--- src/rtl/instruction_fetch_unit_if.sv ---
// Instruction-memory request/acknowledge bus between the fetch stage and
// the instruction memory. The fetch unit is the master.
interface instruction_fetch_unit_if;
    logic        ImemReq;
    logic [31:0] ImemAddr;
    logic        ImemAck;
    logic [31:0] ImemRdata;

    modport master (
        output ImemReq,
        output ImemAddr,
        input  ImemAck,
        input  ImemRdata
    );

    modport slave (
        input  ImemReq,
        input  ImemAddr,
        output ImemAck,
        output ImemRdata
    );
endinterface

--- src/rtl/instruction_fetch_unit.sv ---
// Instruction-fetch stage: owns the fetch PC, talks to instruction memory
// over a req/ack bus and fills the IF/ID register. Downstream redirects
// restart the fetch stream; a one-entry hold buffer keeps a returned word
// while decode is stalled.
//
// state | meaning
// ------+----------------------------------------------------------------
// FETCH | request outstanding on fetch_pc; ack loads IF/ID or hold buffer
// DRAIN | redirect seen before ack; wait for the stale ack, then restart
// HOLD  | word parked in hold buffer while decode stalls; no request
module instruction_fetch_unit #(
    parameter logic [31:0] RESET_PC = 32'h0000_0000
) (
    input  logic                     Clk,
    input  logic                     Rst,
    input  logic                     Stall,
    input  logic                     Redirect,
    input  logic [31:0]              RedirectTarget,
    instruction_fetch_unit_if.master imem,
    output logic [31:0]              Instruction,
    output logic [31:0]              PCPlus4Address,
    output logic                     InstrValid
);

    localparam logic [31:0] RESET_PC_ALIGNED = {RESET_PC[31:2], 2'b00};

    typedef enum logic [1:0] {
        FETCH = 2'd0,
        DRAIN = 2'd1,
        HOLD  = 2'd2
    } state_t;

    state_t      state;
    logic [31:0] fetch_pc;
    logic [31:0] next_pc;
    logic [31:0] hold_instr;
    logic [31:0] hold_pc_plus4;

    logic [31:0] fetch_pc_plus4;
    logic [31:0] redirect_pc;
    logic        if_id_free;

    assign redirect_pc    = {RedirectTarget[31:2], 2'b00};
    assign fetch_pc_plus4 = fetch_pc + 32'd4;
    assign if_id_free     = !InstrValid || !Stall;

    // Request is gated by Rst so the bus is idle during the reset cycle
    // itself, not only from the cycle after it.
    assign imem.ImemReq  = Rst && (state != HOLD);
    assign imem.ImemAddr = fetch_pc;

    // Fetch sequencer: PC, drain target, hold buffer and IF/ID register.
    always_ff @(posedge Clk) begin
        if (!Rst) begin
            state          <= FETCH;
            fetch_pc       <= RESET_PC_ALIGNED;
            next_pc        <= RESET_PC_ALIGNED;
            hold_instr     <= 32'd0;
            hold_pc_plus4  <= 32'd0;
            Instruction    <= 32'd0;
            PCPlus4Address <= 32'd0;
            InstrValid     <= 1'b0;
        end else begin
            case (state)
                FETCH: begin
                    if (Redirect) begin
                        InstrValid <= 1'b0;
                        if (imem.ImemAck) begin
                            // Stale word returned in the redirect cycle: drop it
                            // and request the target right away.
                            fetch_pc <= redirect_pc;
                        end else begin
                            // The in-flight request must still complete on its
                            // original address before the target can be issued.
                            next_pc <= redirect_pc;
                            state   <= DRAIN;
                        end
                    end else if (imem.ImemAck) begin
                        if (if_id_free) begin
                            Instruction    <= imem.ImemRdata;
                            PCPlus4Address <= fetch_pc_plus4;
                            InstrValid     <= 1'b1;
                            fetch_pc       <= fetch_pc_plus4;
                        end else begin
                            hold_instr    <= imem.ImemRdata;
                            hold_pc_plus4 <= fetch_pc_plus4;
                            state         <= HOLD;
                        end
                    end else if (if_id_free) begin
                        InstrValid <= 1'b0;
                    end
                end

                DRAIN: begin
                    InstrValid <= 1'b0;
                    if (imem.ImemAck) begin
                        // A redirect arriving with the stale ack is the newest
                        // target and wins over the stored one.
                        fetch_pc <= Redirect ? redirect_pc : next_pc;
                        state    <= FETCH;
                    end else if (Redirect) begin
                        next_pc <= redirect_pc;
                    end
                end

                HOLD: begin
                    if (Redirect) begin
                        fetch_pc   <= redirect_pc;
                        InstrValid <= 1'b0;
                        state      <= FETCH;
                    end else if (!Stall) begin
                        // fetch_pc still addresses the buffered word, so the
                        // next fetch is its successor.
                        Instruction    <= hold_instr;
                        PCPlus4Address <= hold_pc_plus4;
                        InstrValid     <= 1'b1;
                        fetch_pc       <= fetch_pc_plus4;
                        state          <= FETCH;
                    end
                end

                default: begin
                    state <= FETCH;
                end
            endcase
        end
    end

endmodule

--- src/flat_wrapper.sv ---
// flat-port wrapper written by rule: the top's interface ports become plain ports
module instruction_fetch_unit_flat 
#(
    parameter logic [31:0] RESET_PC = 32'h0000_0000
)
  (Clk, Rst, Stall, Redirect, RedirectTarget, Instruction, PCPlus4Address, InstrValid, imem_ImemReq, imem_ImemAddr, imem_ImemAck, imem_ImemRdata);
  instruction_fetch_unit_if imem_i ();
  input  logic Clk;
  input  logic Rst;
  input  logic Stall;
  input  logic Redirect;
  input  logic [31:0] RedirectTarget;
  output logic [31:0] Instruction;
  output logic [31:0] PCPlus4Address;
  output logic InstrValid;
  output wire logic [$bits(imem_i.ImemReq)-1:0] imem_ImemReq;
  output wire logic [$bits(imem_i.ImemAddr)-1:0] imem_ImemAddr;
  input wire logic [$bits(imem_i.ImemAck)-1:0] imem_ImemAck;
  input wire logic [$bits(imem_i.ImemRdata)-1:0] imem_ImemRdata;
  assign imem_ImemReq = imem_i.ImemReq;
  assign imem_ImemAddr = imem_i.ImemAddr;
  assign imem_i.ImemAck = imem_ImemAck;
  assign imem_i.ImemRdata = imem_ImemRdata;
  instruction_fetch_unit #(.RESET_PC(RESET_PC)) u_core (.Clk(Clk), .Rst(Rst), .Stall(Stall), .Redirect(Redirect), .RedirectTarget(RedirectTarget), .imem(imem_i), .Instruction(Instruction), .PCPlus4Address(PCPlus4Address), .InstrValid(InstrValid));
endmodule
--- config.mk ---
export PLATFORM = sky130hd
export DESIGN_NAME = instruction_fetch_unit_flat
export DESIGN_NICKNAME = d
export VERILOG_FILES = /design/src/rtl/instruction_fetch_unit_if.sv /design/src/rtl/instruction_fetch_unit.sv /design/src/flat_wrapper.sv
export SDC_FILE = /design/constraint.sdc
export NUM_CORES = 1
export LEC_CHECK = 0
export ABC_AREA = 1
export BUFFER_PORTS_ARGS = -buffer_cell sky130_fd_sc_hd__buf_2
export CAP_MARGIN = 20
export CORE_MARGIN = 4
export CORE_UTILIZATION = 40
export DETAILED_ROUTE_END_ITERATION = 16
export GPL_TIMING_DRIVEN = 1
export PLACE_DENSITY_LB_ADDON = 0.05
export SLEW_MARGIN = 10
export SYNTH_ARGS = -nofsm -noshare
export SYNTH_HDL_FRONTEND = slang
export SYNTH_SLANG_ARGS = --single-unit
--- constraint.sdc ---
create_clock -name Clk -period 2 [get_ports Clk]
set_input_delay 0.2 -clock Clk [delete_from_list [all_inputs] [get_ports Clk]]
set_output_delay 0.2 -clock Clk [all_outputs]
set_load 0.05 [all_outputs]
## Yosys cells after proc, flatten, opt, wreduce, memory -nomap -nowiden

Index checks and enable logic that the tools add are counted.

- Register bits after elaboration: 195
- Input port bits: 69
- Logic and storage cells: 80

- Bitwise logic cells: 2
- Multiplexer cells: 38
- Equality and inequality tests: 17
- Add/subtract/negate cells: 1
- Reduce and logical (&&, ||, !) cells: 14

Operators by type and width:

| operator | number |
|---|---|
| 32-bit two-way mux | 19 |
| 32-bit one-hot mux with 2 select lines | 3 |
| 32-bit one-hot mux with 3 select lines | 1 |
| 32-bit by 3-bit adder with 32-bit output, second input constant | 1 |
| 2-bit inequality test, second input constant | 9 |
| 2-bit two-way mux | 7 |
| 3-bit inequality test, second input constant | 4 |
| 5-bit AND reduction | 2 |
| 4-bit AND reduction | 2 |
| 1-bit two-way mux | 6 |
| 2-bit one-hot mux with 3 select lines | 1 |
| 6-bit AND reduction | 1 |
| 2-bit nonzero test | 2 |
| 3-bit by 2-bit inequality test with 1-bit output, second input constant | 1 |
| 1-bit one-hot mux with 3 select lines | 1 |
| 3-bit AND reduction | 1 |
| 3-bit nonzero test | 1 |
| 2-bit by 1-bit == test with 1-bit output, second input constant | 1 |
| 2-bit == test, second input constant | 1 |
| 1-bit logical NOT | 2 |
| 2-bit logical NOT | 1 |
| 2-bit by 1-bit inequality test with 1-bit output, second input constant | 1 |
| 1-bit NOT | 2 |
| 1-bit logical AND | 1 |
| 1-bit logical OR | 1 |

## Depth between registers and ports, before layout

Gate-level depths: netlist (run 1).

- Depth in word-level cells: 6
- Depth in mapped cells: 14
- Gate-level depth less buffers: 12

## Worst setup path before layout (run 1)

No wires, ideal clock.

- Path type: register to register
- Start point: reg u_core.fetch_pc[2] (netlist: u_core.imem.ImemAddr[2])
- End point: reg u_core.hold_pc_plus4[30]
- Path buffers: 0
- Setup time: 115 ps
- Setup slack: 51 ps
- Arrival time: 1834 ps
- Cell stages (with the launch flop): 11
- Path through: dfxtp_1 -> ha_1 -> nand2_1 -> nor2_2 -> nand2_2 -> nor2_2 -> nand2_1 -> nand2_1 -> nand2_1 -> o21ai_0 -> inv_1

- Cells in the longest elaborated chain, start to end: 1

Ends and longest elaborated chain:

| element | RTL line | RTL |
|---|---|---|
| start: declaration | instruction_fetch_unit.sv:34 | `logic [31:0] fetch_pc;` |
| start signal: assignment | instruction_fetch_unit.sv:71 | `fetch_pc <= redirect_pc;` |
| start signal: assignment | instruction_fetch_unit.sv:83 | `fetch_pc <= fetch_pc_plus4;` |
| start signal: assignment | instruction_fetch_unit.sv:99 | `fetch_pc <= Redirect ? redirect_pc : next_pc;` |
| 32-bit by 3-bit adder with 32-bit output | instruction_fetch_unit.sv:44 | `assign fetch_pc_plus4 = fetch_pc + 32'd4;` |
| end signal: assignment | instruction_fetch_unit.sv:86 | `hold_pc_plus4 <= fetch_pc_plus4;` |
| end: declaration | instruction_fetch_unit.sv:37 | `logic [31:0] hold_pc_plus4;` |

Every way passes these cells.
A chain may end at the register's enable or synchronous reset.

## Final worst setup path (run 1)

- Start point: reg u_core.state[1]
- End point: reg u_core.fetch_pc[0] (netlist: u_core.imem.ImemAddr[0])

- Cells in the longest elaborated chain, start to end: 3
- Elaborated cells on any way between the ends: 10
- Those cells by class: eq/ne: 6; mux: 1; reduce/logical: 3

Ends and longest elaborated chain:

| element | RTL line | RTL |
|---|---|---|
| start: declaration | instruction_fetch_unit.sv:33 | `state_t state;` |
| start signal: assignment | instruction_fetch_unit.sv:55 | `state <= FETCH;` |
| start signal: assignment | instruction_fetch_unit.sv:76 | `state <= DRAIN;` |
| start signal: assignment | instruction_fetch_unit.sv:87 | `state <= HOLD;` |
| 2-bit == test, or another cell as far along | instruction_fetch_unit.sv:64 | `case (state)` |
| 3-bit inequality test (no line), or another cell as far along | - |  |
| 5-bit AND reduction (no line) | - |  |

Several ways; a longest one is shown, not always the timed one.

==> run_results.csv, run 1 <==
group,metric,value,unit
setup_path,required,2330,ps
logic_synthesis,synth_nets,1371,
layout,layout_commonest_cell,"nand2_1",
detailed_routing,drc,0,
logic_synthesis,synthCells,1297,
global_route,antenna_found_initial,0,
global_route,grt_pass1_vias,8057,
timing,fin_ws,153.7,ps
floorplanning,rows,54,
global_route,grt_pass1_wl,42.99,mm
run,cap_violations,0,
cts,cts_tree,"done",
setup_path,cp_max_fo,11,
logic_synthesis,synthAdderAreaFrac,0.6967,%
logic_synthesis,synthFlopType,"dfxtp_1",
logic_synthesis,synth_cell_types,31,
detailed_routing,drt_iter0_markers,647,
pwr,irDropWorstVdd,745.8,uV
logic_synthesis,synth_seq_area_share,43.47,%
timing,min_period,1846,ps
logic_synthesis,synth-edff-count,0,
placement,place_congestion,0.9076,
timing,setup_viol,0,
logic_synthesis,synth_area,8980,um2
cts,htree_num_levels,4,
pwr,p_leak,5.158,nW
timing,slew_headroom,69.53,%
cts,clk_path_buf_depth,2,
layout,fin_util,50.26,%
layout,layout_common_cells,"320 x nand2_1, 193 x dfxtp_1, 163 x buf_2, 155 x nor2_1, 116 x o21ai_0",
timing,fin_tns_setup,0,ps
floorplanning,core-area,21960,um2
placement,numPortBuffers,164,
logic_synthesis,synthMuxAreaShare,0,%
logic_synthesis,synth_xor_area_share,1.449,%
layout,nets,1521,
detailed_routing,vias,8814,
timing,worstMarginPinSlew,455.5,ps
layout,syn_to_final_growth,22.89,%
setup_path,crit_top_cell,"nand2_2",
timing,max_freq,541.6,MHz
setup_path,critical_path_class,"reg -> reg",
cts,cts_buffers,17,
timing,skew,16.19,ps
placement,post-dp-hpwl,18.39,mm
timing,fin_crit_sh,92.32,%
placement,dp.cells,1696,
logic_synthesis,synth-async-reset-ratio,0,%
timing,rsz0062_at_grt,"no",
timing,maxSlewViolCount,0,
floorplanning,die_y,157.8,um
layout,final_cells,1739,
logic_synthesis,synth_top_family_by_area,"simple AND/OR/NAND/NOR gates",
setup_path,slowest_delay,370,ps
detailed_routing,wl_per_cell,15.64,um
cts,insertion_delay,440,ps
cts,root_buffer,"clkbuf_16",
global_route,grt_util_all_layers,21.67,%
floorplanning,die_w,157.8,um
setup_path,cp_slowest_cell,"dfxtp_2",
detailed_routing,viasPerCell,5.068,
logic_synthesis,synth-seq-cells,195,
layout,antenna_cells,0,
global_route,grt_overflow,0,
floorplanning,fp.dieArea,24910,um2
logic_synthesis,synth-compound-area-share,21.29,%
run_status,status,"complete, no violations",
setup_path,critPathArrivalTime,2180,ps
global_route,grt_max_degree,62,
floorplanning,ios,167,
pwr,power_density,1607,nW/um2
detailed_routing,ant_nets,0,
cts,clock-sinks,195,
cts,clk_pin_slew,80,ps
layout,layout-drive-gt1-share,19.47,%
floorplanning,start_util,40.89,%
placement,post_dp_cell_area,10220,um2
setup_path,crit_chain,"inv_1, ha_2, inv_2, nor2_4, nand2_2, nand2_2, nor2_4, nand2_2, buf_4, nand3_1, o21ai_0",
setup_path,worstSetupEndpointType,"flip-flop",
hold_path,hold_path_class,"in -> reg",
timing,hold_viol_final,0,
setup_path,worst_setup_path_start_kind,"flip-flop",
logic_synthesis,yosys.area_share.simple,24.89,%
detailed_routing,wl,27.19,mm
placement,pre_cts_ws,28.64,ps
detailed_routing,drt-pass1-iter-count,6,
logic_synthesis,syn_avg_cell_area,6.924,um2
logic_synthesis,yosysWarnings,0,
layout,stdcell_area,11040,um2
layer usage:
| metal | global-route usage [%] | part of all wire, % | wire length [um] | vias up |
|---|---|---|---|---|
| met3 | 3.663 | 4.9 | 1326 | 17 |
| li1 | - | - | - | 4554 |
| met5 | 0 | 0 | 0 | - |
| met2 | 36.54 | 48 | 13070 | 211 |
| met4 | 4.998 | 1.1 | 306 | 0 |
| met1 | 29.16 | 46 | 12490 | 4032 |
power by group:
| group | switching (W) | leakage (nW) | internal (W) | total [W] |
|---|---|---|---|---|
| sequential | 0.000897 | 1.60 | 0.00502 | 0.00591 |
| clock | 0.00164 | 0.294 | 0.00192 | 0.00356 |
| combinational | 0.00606 | 3.27 | 0.00221 | 0.00827 |
critical path, delay by kind of cell (launching register included):
kind / cells / cell delay, ps
flip-flops: 1 / 370
AND/OR/NAND/NOR: 6 / 720
adder cells (fa/ha/maj): 1 / 190
AO/OA/AOI/OAI: 1 / 70
buffers and inverters: 3 / 390
worst paths after layout:
check                                        startpoint                  endpoint  slack (ps)  depth (start not counted)
worst max-delay path                    u_core.state[1]   u_core.imem.ImemAddr[0]         150                         11
worst min-delay path                 imem_ImemRdata[13]     u_core.hold_instr[13]          20                          3
worst min register to register  u_core.hold_pc_plus4[4]  u_core.PCPlus4Address[4]         460                          2
worst max register to register          u_core.state[1]   u_core.imem.ImemAddr[0]         150                         11
synth_stat cells (5+ instances only):
cell type	n	area share [%]
nand2_1	320	13
a21oi_1	100	5.6
nor2_1	158	6.6
nand3_1	38	2.1
nand2_2	7	0.49
buf_4	10	0.84
buf_2	25	1.4
nor2_2	8	0.56
clkbuf_1	46	1.9
o21ai_0	118	6.6
xor2_1	10	0.98
dfxtp_1	195	43
a31oi_1	63	4.4
ha_1	5	0.70
inv_2	10	0.42
o21ai_1	70	3.9
nor2_4	6	0.75
inv_1	81	3.4
flip-flops by register name, indices dropped and copies added (netlist names):
register	cells
u_core.next_pc	32
u_core.hold_instr	32
u_core.Instruction	32
u_core.state	2
u_core.InstrValid	1
u_core.imem.ImemAddr	32
u_core.hold_pc_plus4	32
u_core.PCPlus4Address	32
what timing repair did:
item | in CTS | in global routing
setup endpoints to repair | 2 | 128
gates cloned | 1 | 0
buffers inserted | 0 | 2
gates resized for setup | 1 | 22
pin swaps | 0 | 2
hold buffers | 9 | 0
hold endpoints to repair | 9 | 0
cells by family (layout without fill, tap and decap cells):
| group | count (synthesis) | in the layout |
|---|---|---|
| AO/OA/AOI/OAI | 361 | 361 |
| XOR/XNOR | 14 | 14 |
| adder cells (fa/ha/maj) | 5 | 5 |
| buffers and inverters | 174 | 336 |
| flip-flops | 195 | 195 |
| AND/OR/NAND/NOR | 548 | 548 |
stage by stage:
stage,hold WS (ps),total power [W]
4_1_cts,1.521,0.01779
3_5_place_dp,445.5,0.01411
6_report,17.98,0.01774
3_3_place_gp,433.6,0.01408
2_1_floorplan,327.6,0.01166
5_1_grt,14.06,0.01880
area by class of cell:
cell class	count	area (um2)
fillers	2225	10920
inverters	91	354.1
multi-input cells	928	4382
clock buffers	18	439.2
repair buffers	214	1441
clock inverters	13	162.7
flip-flops and latches	195	3906
well taps	280	350.3
Note: power is estimated with default switching activity, not from simulation.
==> inputs of run 2 (changes only) <==
--- a/config.mk
+++ b/config.mk
@@ -13,6 +13,7 @@
 export DETAILED_ROUTE_END_ITERATION = 16
 export GPL_TIMING_DRIVEN = 1
 export PLACE_DENSITY_LB_ADDON = 0.05
+export RECOVER_POWER = 100
 export SLEW_MARGIN = 10
 export SYNTH_ARGS = -nofsm -noshare
 export SYNTH_HDL_FRONTEND = slang
==> run 2 against run 1 <==
Power shrank 1.7%. Setup slack got worse by 5.3 ps. Cell area is 1.6% lower. Sequential power hardly changed. Combinational power down 4.0%. Global-route usage unchanged. Critical path depth down 2. Routed wire length increased by 0.14%. First-iteration DRC count is 8.8% lower. Die area did not move. Largest power group unchanged.
==> run_results.csv, run 2 (synthesized netlist as in run 1, its figures left out) <==
group,metric,value,unit
setup_path,crit-reg2reg-capture,"u_core.hold_pc_plus4[20]",
global_route,grt_pass1_vias,8057,
setup_path,crit_cells,9,
cts,htree_num_levels,4,
floorplanning,die_w,157.8,um
detailed_routing,vias,8836,
detailed_routing,wl_per_cell,15.66,um
setup_path,critPathBufInv,1,
layout,syn_to_final_growth,20.98,%
global_route,grt_overflow,0,
layout,antenna_cells,0,
setup_path,startpoint,"u_core.imem.ImemAddr[3]",
setup_path,critPathArrivalTime,2190,ps
timing,setup_viol,0,
layout,final_cells,1739,
pwr,power_density,1604,nW/um2
cts,cts_tree,"done",
timing,slew_headroom,51.47,%
floorplanning,start_util,40.89,%
floorplanning,fp.dieArea,24910,um2
floorplanning,die_y,157.8,um
setup_path,crit_family,"simple AND/OR/NAND/NOR gates",
setup_path,crit_chain,"ha_1, nand2_1, nor2_4, nand2_1, nor2_1, nand3_1, nand2_1, a21o_1, inv_1",
global_route,grt_pass1_wl,42.99,mm
setup_path,critical_path_class,"reg -> reg",
layout,nets,1521,
detailed_routing,drc,0,
setup_path,crit_top_cell,"nand2_1",
floorplanning,core-area,21960,um2
detailed_routing,ant_nets,0,
placement,numPortBuffers,164,
timing,skew,19.31,ps
detailed_routing,viasPerCell,5.081,
layout,layout_commonest_cell,"nand2_1",
floorplanning,ios,167,
placement,pre_cts_ws,28.64,ps
global_route,grt_max_degree,62,
detailed_routing,wl,27.23,mm
placement,dp.cells,1696,
setup_path,slowest_delay,380,ps
detailed_routing,drt_iter0_markers,590,
timing,max_freq,540.1,MHz
placement,post-dp-hpwl,18.39,mm
setup_path,worstSetupEndpointType,"flip-flop",
cts,clk_path_buf_depth,2,
layout,fin_util,49.48,%
pwr,irDropWorstVdd,719.4,uV
global_route,grt_util_all_layers,21.67,%
cts,clk_pin_slew,90,ps
cts,cts_buffers,17,
setup_path,cp_slowest_cell,"dfxtp_1",
timing,hold_viol_final,0,
setup_path,endpoint,"u_core.hold_pc_plus4[20]",
setup_path,cp_max_fo,4,
hold_path,hold_path_class,"in -> reg",
timing,worstMarginPinSlew,731.0,ps
setup_path,regToRegStartpoint,"u_core.imem.ImemAddr[3]",
setup_path,required,2340,ps
timing,maxSlewViolCount,0,
run,cap_violations,0,
detailed_routing,drt-pass1-iter-count,5,
run_status,status,"complete, no violations",
cts,clock-sinks,195,
placement,place_congestion,0.9076,
setup_path,reg2reg_depth,9,
setup_path,r2r_slack,150,ps
hold_path,hp-start,"imem_ImemRdata[13]",
timing,fin_crit_sh,92.58,%
setup_path,worst_setup_path_start_kind,"flip-flop",
layout,layout_common_cells,"320 x nand2_1, 193 x dfxtp_1, 156 x o21ai_0, 155 x nor2_1, 100 x a21oi_1",
global_route,antenna_found_initial,0,
cts,root_buffer,"clkbuf_16",
timing,fin_ws,148.4,ps
cts,insertion_delay,440,ps
floorplanning,rows,54,
timing,min_period,1852,ps
pwr,p_leak,4.758,nW
layout,layout-drive-gt1-share,12.47,%
==> run 2: final cells by class <==
type | instances | area, um2
Timing Repair Buffer | 214 | 1277
Multi-Input combinational cell | 928 | 4374
Clock buffer | 18 | 439.2
Clock inverter | 13 | 162.7
Tap cell | 280 | 350.3
Sequential cell | 195 | 3906
Fill cell | 2288 | 11090
Inverter | 91 | 354.1
==> run 2: worst reg2reg max path, delay by kind of cell (launching register included) <==
kind                       cells  cell delay (ps)
AOI/OAI and AO/OA              1              100
adders and majority gates      1              220
buffers and inverters          1               30
DFF                            1              380
and+or+nand+nor                6             1020
==> run 2: metal layers <==
metal / track usage [%] / vias to the layer above / wire length (um)
li1: - / 4554 / -
met1: 29.16 / 4051 / 12550
met2: 36.54 / 214 / 13060
met3: 3.663 / 17 / 1316
met4: 4.998 / 0 / 307
met5: 0 / - / 0
==> run 2: what timing repair did <==
item / CTS / global route
buffers inserted: 0 / 2
hold buffers: 9 / 0
endpoints found under the setup margin: 2 / 128
resized for setup: 1 / 22
pin swaps: 0 / 2
cloned: 1 / 0
endpoints found under the hold margin: 9 / 0
==> run 2: worst min path at each step <==
| stage | cells after the start | to |
|---|---|---|
| floorplan | 2 | u_core.hold_instr[21] |
| global placement | 2 | u_core.next_pc[3] |
| detailed placement | 2 | u_core.next_pc[3] |
| CTS | 3 | u_core.hold_instr[27] |
| global route | 3 | u_core.hold_instr[17] |
| finish | 3 | u_core.hold_instr[13] |
==> run 2: per-stage QoR <==
stage               area (um2)  hold slack [ps]  total power, W  setup TNS, ps
floorplan                 8980            327.6         0.01166              0
global placement         10220            433.6         0.01408              0
detailed placement       10220            445.5         0.01411              0
CTS                      10950            1.521         0.01779              0
global route             10860            14.06         0.01846       -0.09082
finish                   10860            10.95         0.01743              0
==> run 2: power by group <==
group / internal (W) / switching, W
clock network: 0.00192 / 0.00165
logic: 0.00190 / 0.00604
registers: 0.00502 / 0.000903
==> inputs of run 3 (changes only) <==
--- a/config.mk
+++ b/config.mk
@@ -5,7 +5,7 @@
 export SDC_FILE = /design/constraint.sdc
 export NUM_CORES = 1
 export LEC_CHECK = 0
-export ABC_AREA = 1
+export ABC_AREA = 0
 export BUFFER_PORTS_ARGS = -buffer_cell sky130_fd_sc_hd__buf_2
 export CAP_MARGIN = 20
 export CORE_MARGIN = 4
==> run 3 against run 2 <==
Setup slack got worse by 110 ps. Combinational power fell by 55%. Highest routed layer unchanged. Largest cell class unchanged. Cell area rose by 13%. Die area fell by 1.7%. Power fell by 34%. Critical path type unchanged. Critical endpoint is now u_core.Instruction[30]. Register-to-register slack got worse by 110 ps.
==> run_results.csv, run 3 <==
group,metric,value,unit
run,cap_violations,0,
cts,insertion_delay,440,ps
floorplanning,ios,167,
logic_synthesis,netlist.area_leader.share,44.27,%
detailed_routing,viasPerCell,5.297,
detailed_routing,vias,8697,
detailed_routing,wl_per_cell,17.25,um
cts,cts_buffers,17,
run_status,status,"complete, no violations",
placement,dp.cells,1557,
logic_synthesis,synthCells,1087,
layout,antenna_cells,0,
detailed_routing,drc,0,
global_route,grt_pass1_vias,7913,
logic_synthesis,synth_common_cells,"201 x nand2_1, 195 x dfxtp_1, 116 x a21oi_1",
timing,setup_viol,0,
setup_path,required,2310,ps
global_route,grt_pass1_wl,43.38,mm
logic_synthesis,synth-async-reset-ratio,0,%
cts,clock-sinks,195,
setup_path,critPathArrivalTime,2270,ps
logic_synthesis,synth.area.top_cells,"dfxtp_1 44%, nand2_1 8.6%, a21oi_1 6.6%",
logic_synthesis,yosysMostFrequentCell,"nand2_1",
layout,nets,1424,
logic_synthesis,synth-seq-cells,195,
detailed_routing,drt_iter0_markers,482,
pwr,power_density,936.1,nW/um2
global_route,grt_util_all_layers,21.96,%
layout,stdcell_area,12270,um2
logic_synthesis,synth_area,8818,um2
logic_synthesis,yosysWarnings,0,
layout,final_cells,1642,
floorplanning,fp.dieArea,24490,um2
layout,layout-drive-gt1-share,25.77,%
global_route,antenna_found_initial,0,
layout,layout_commonest_cell,"nand2_1",
detailed_routing,ant_nets,0,
cts,htree_num_levels,4,
layout,syn_to_final_growth,39.12,%
placement,place_congestion,0.8441,
layout,layout_common_cells,"197 x nand2_1, 168 x dfxtp_1, 115 x a21oi_1, 110 x buf_4, 97 x clkbuf_1",
timing,min_period,1957,ps
logic_synthesis,synth-edff-count,0,
floorplanning,die_y,156.5,um
timing,max_freq,511.0,MHz
hold_path,hold_path_class,"in -> reg",
detailed_routing,drt-pass1-iter-count,5,
logic_synthesis,yosysTopAreaCell,"dfxtp_1",
logic_synthesis,synth_seq_area_share,44.27,%
global_route,grt_max_degree,79,
pwr,p_leak,4.506,nW
floorplanning,die_w,156.5,um
floorplanning,start_util,40.53,%
setup_path,cp_max_fo,12,
cts,clk_path_buf_depth,2,
timing,worstMarginPinSlew,912.7,ps
floorplanning,core-area,21760,um2
placement,numPortBuffers,164,
logic_synthesis,synth_nets,1161,
setup_path,worstSetupEndpointType,"flip-flop",
timing,maxSlewViolCount,0,
timing,rsz0062_at_grt,"yes",
cts,cts_tree,"done",
floorplanning,rows,54,
logic_synthesis,synthFlopType,"dfxtp_1",
logic_synthesis,syn_avg_cell_area,8.113,um2
pwr,power,0.01148,W
placement,post-dp-hpwl,19.07,mm
logic_synthesis,synth_cell_types,63,
cts,root_buffer,"clkbuf_16",
setup_path,critical_path_class,"reg -> reg",
detailed_routing,wl,28.33,mm
placement,post_dp_cell_area,10810,um2
timing,slew_headroom,39.15,%
global_route,grt_overflow,0,
timing,hold_viol_final,0,
timing,fin_crit_sh,97.84,%
pwr,irDropWorstVdd,550.5,uV
timing,skew,13.09,ps
timing,fin_tns_setup,0,ps
cts,clk_pin_slew,80,ps
setup_path,worst_setup_path_start_kind,"flip-flop",
## run 3: changes by cell type in the layout (fill, tap and decap cells not counted), sizes merged, moves of 20 or more
cell         delta
a211oi         +52
a31oi          -55
buf           +107
dlygate4sd3    +20
inv            -78
mux2i          +45
nand2         -126
nand4          +21
nor2           -84
o21ai         -132
## run 3: metrics by stage
step           hold slack [ps]  setup slack, ps  util, %
2_1_floorplan            336.0           -33.91        -
3_3_place_gp             439.2           -23.43    49.70
3_5_place_dp             442.5           -20.04    49.70
4_1_cts                 0.4994            5.839    53.93
5_1_grt                  7.786           -27.18    56.39
6_report                 12.27            43.14    56.39
## run 3: final cells by class
| cell class | instances | area (um2) |
|---|---|---|
| Timing Repair Buffer | 341 | 2464 |
| Sequential cell | 195 | 3968 |
| Tap cell | 280 | 350.3 |
| Inverter | 12 | 51.30 |
| Clock buffer | 17 | 425.4 |
| Clock inverter | 14 | 163.9 |
| Fill cell | 2147 | 9488 |
| Multi-Input combinational cell | 783 | 4846 |
## run 3: layer usage
layer	vias to the layer above	routed length, um	track usage [%]
met5	-	0	0
li1	4385	-	-
met3	23	1546	3.429
met1	4059	13910	33.03
met4	0	302	5.165
met2	230	12560	33.01
## run 3: worst paths after layout
path,end,cells past startpoint,startpoint,slack (ps)
worst max-delay path,u_core.Instruction[30],10,u_core.state[1],40
worst min-delay path,u_core.hold_instr[22],3,imem_ImemRdata[22],10
worst max register to register,u_core.Instruction[30],10,u_core.state[1],40
worst min register to register,u_core.next_pc[12],2,u_core.next_pc[12],450
## run 3: where the power goes
group	switching (W)	internal (W)	total [W]
clock	0.00170	0.00179	0.00349
combinational	0.00228	0.00132	0.00360
sequential	0.000206	0.00419	0.00440
total	0.00418	0.00730	0.0115
## run 3: worst max-delay path, cell delays in order, from the launching register on
cell	delay [ps]
dfxtp_2	330
inv_2	50
ha_4	160
buf_6	130
mux2i_4	180
o32ai_4	330
buf_12	150
buf_12	140
buf_4	130
clkbuf_16	160
a211oi_1	70
## run 3: kinds of logic (layout without fill, tap and decap cells)
family	count (synthesis)	in the layout	share of synthesized area (%)
buf+inv	109	384	4.881
mux	46	46	5.235
fa+ha+maj	5	5	0.7094
compound gates	308	308	22.08
flops	195	195	44.27
xor+xnor	26	26	2.582
simple gates	398	398	20.25
## run 3: what timing repair did
action | 4_1_cts | 5_1_grt
hold endpoints to repair | 29 | 0
gates cloned | 0 | 8
setup buffers | 0 | 18
pin swaps | 1 | 23
setup endpoints to repair | 15 | 93
hold buffers | 29 | 0
resized for setup | 11 | 83
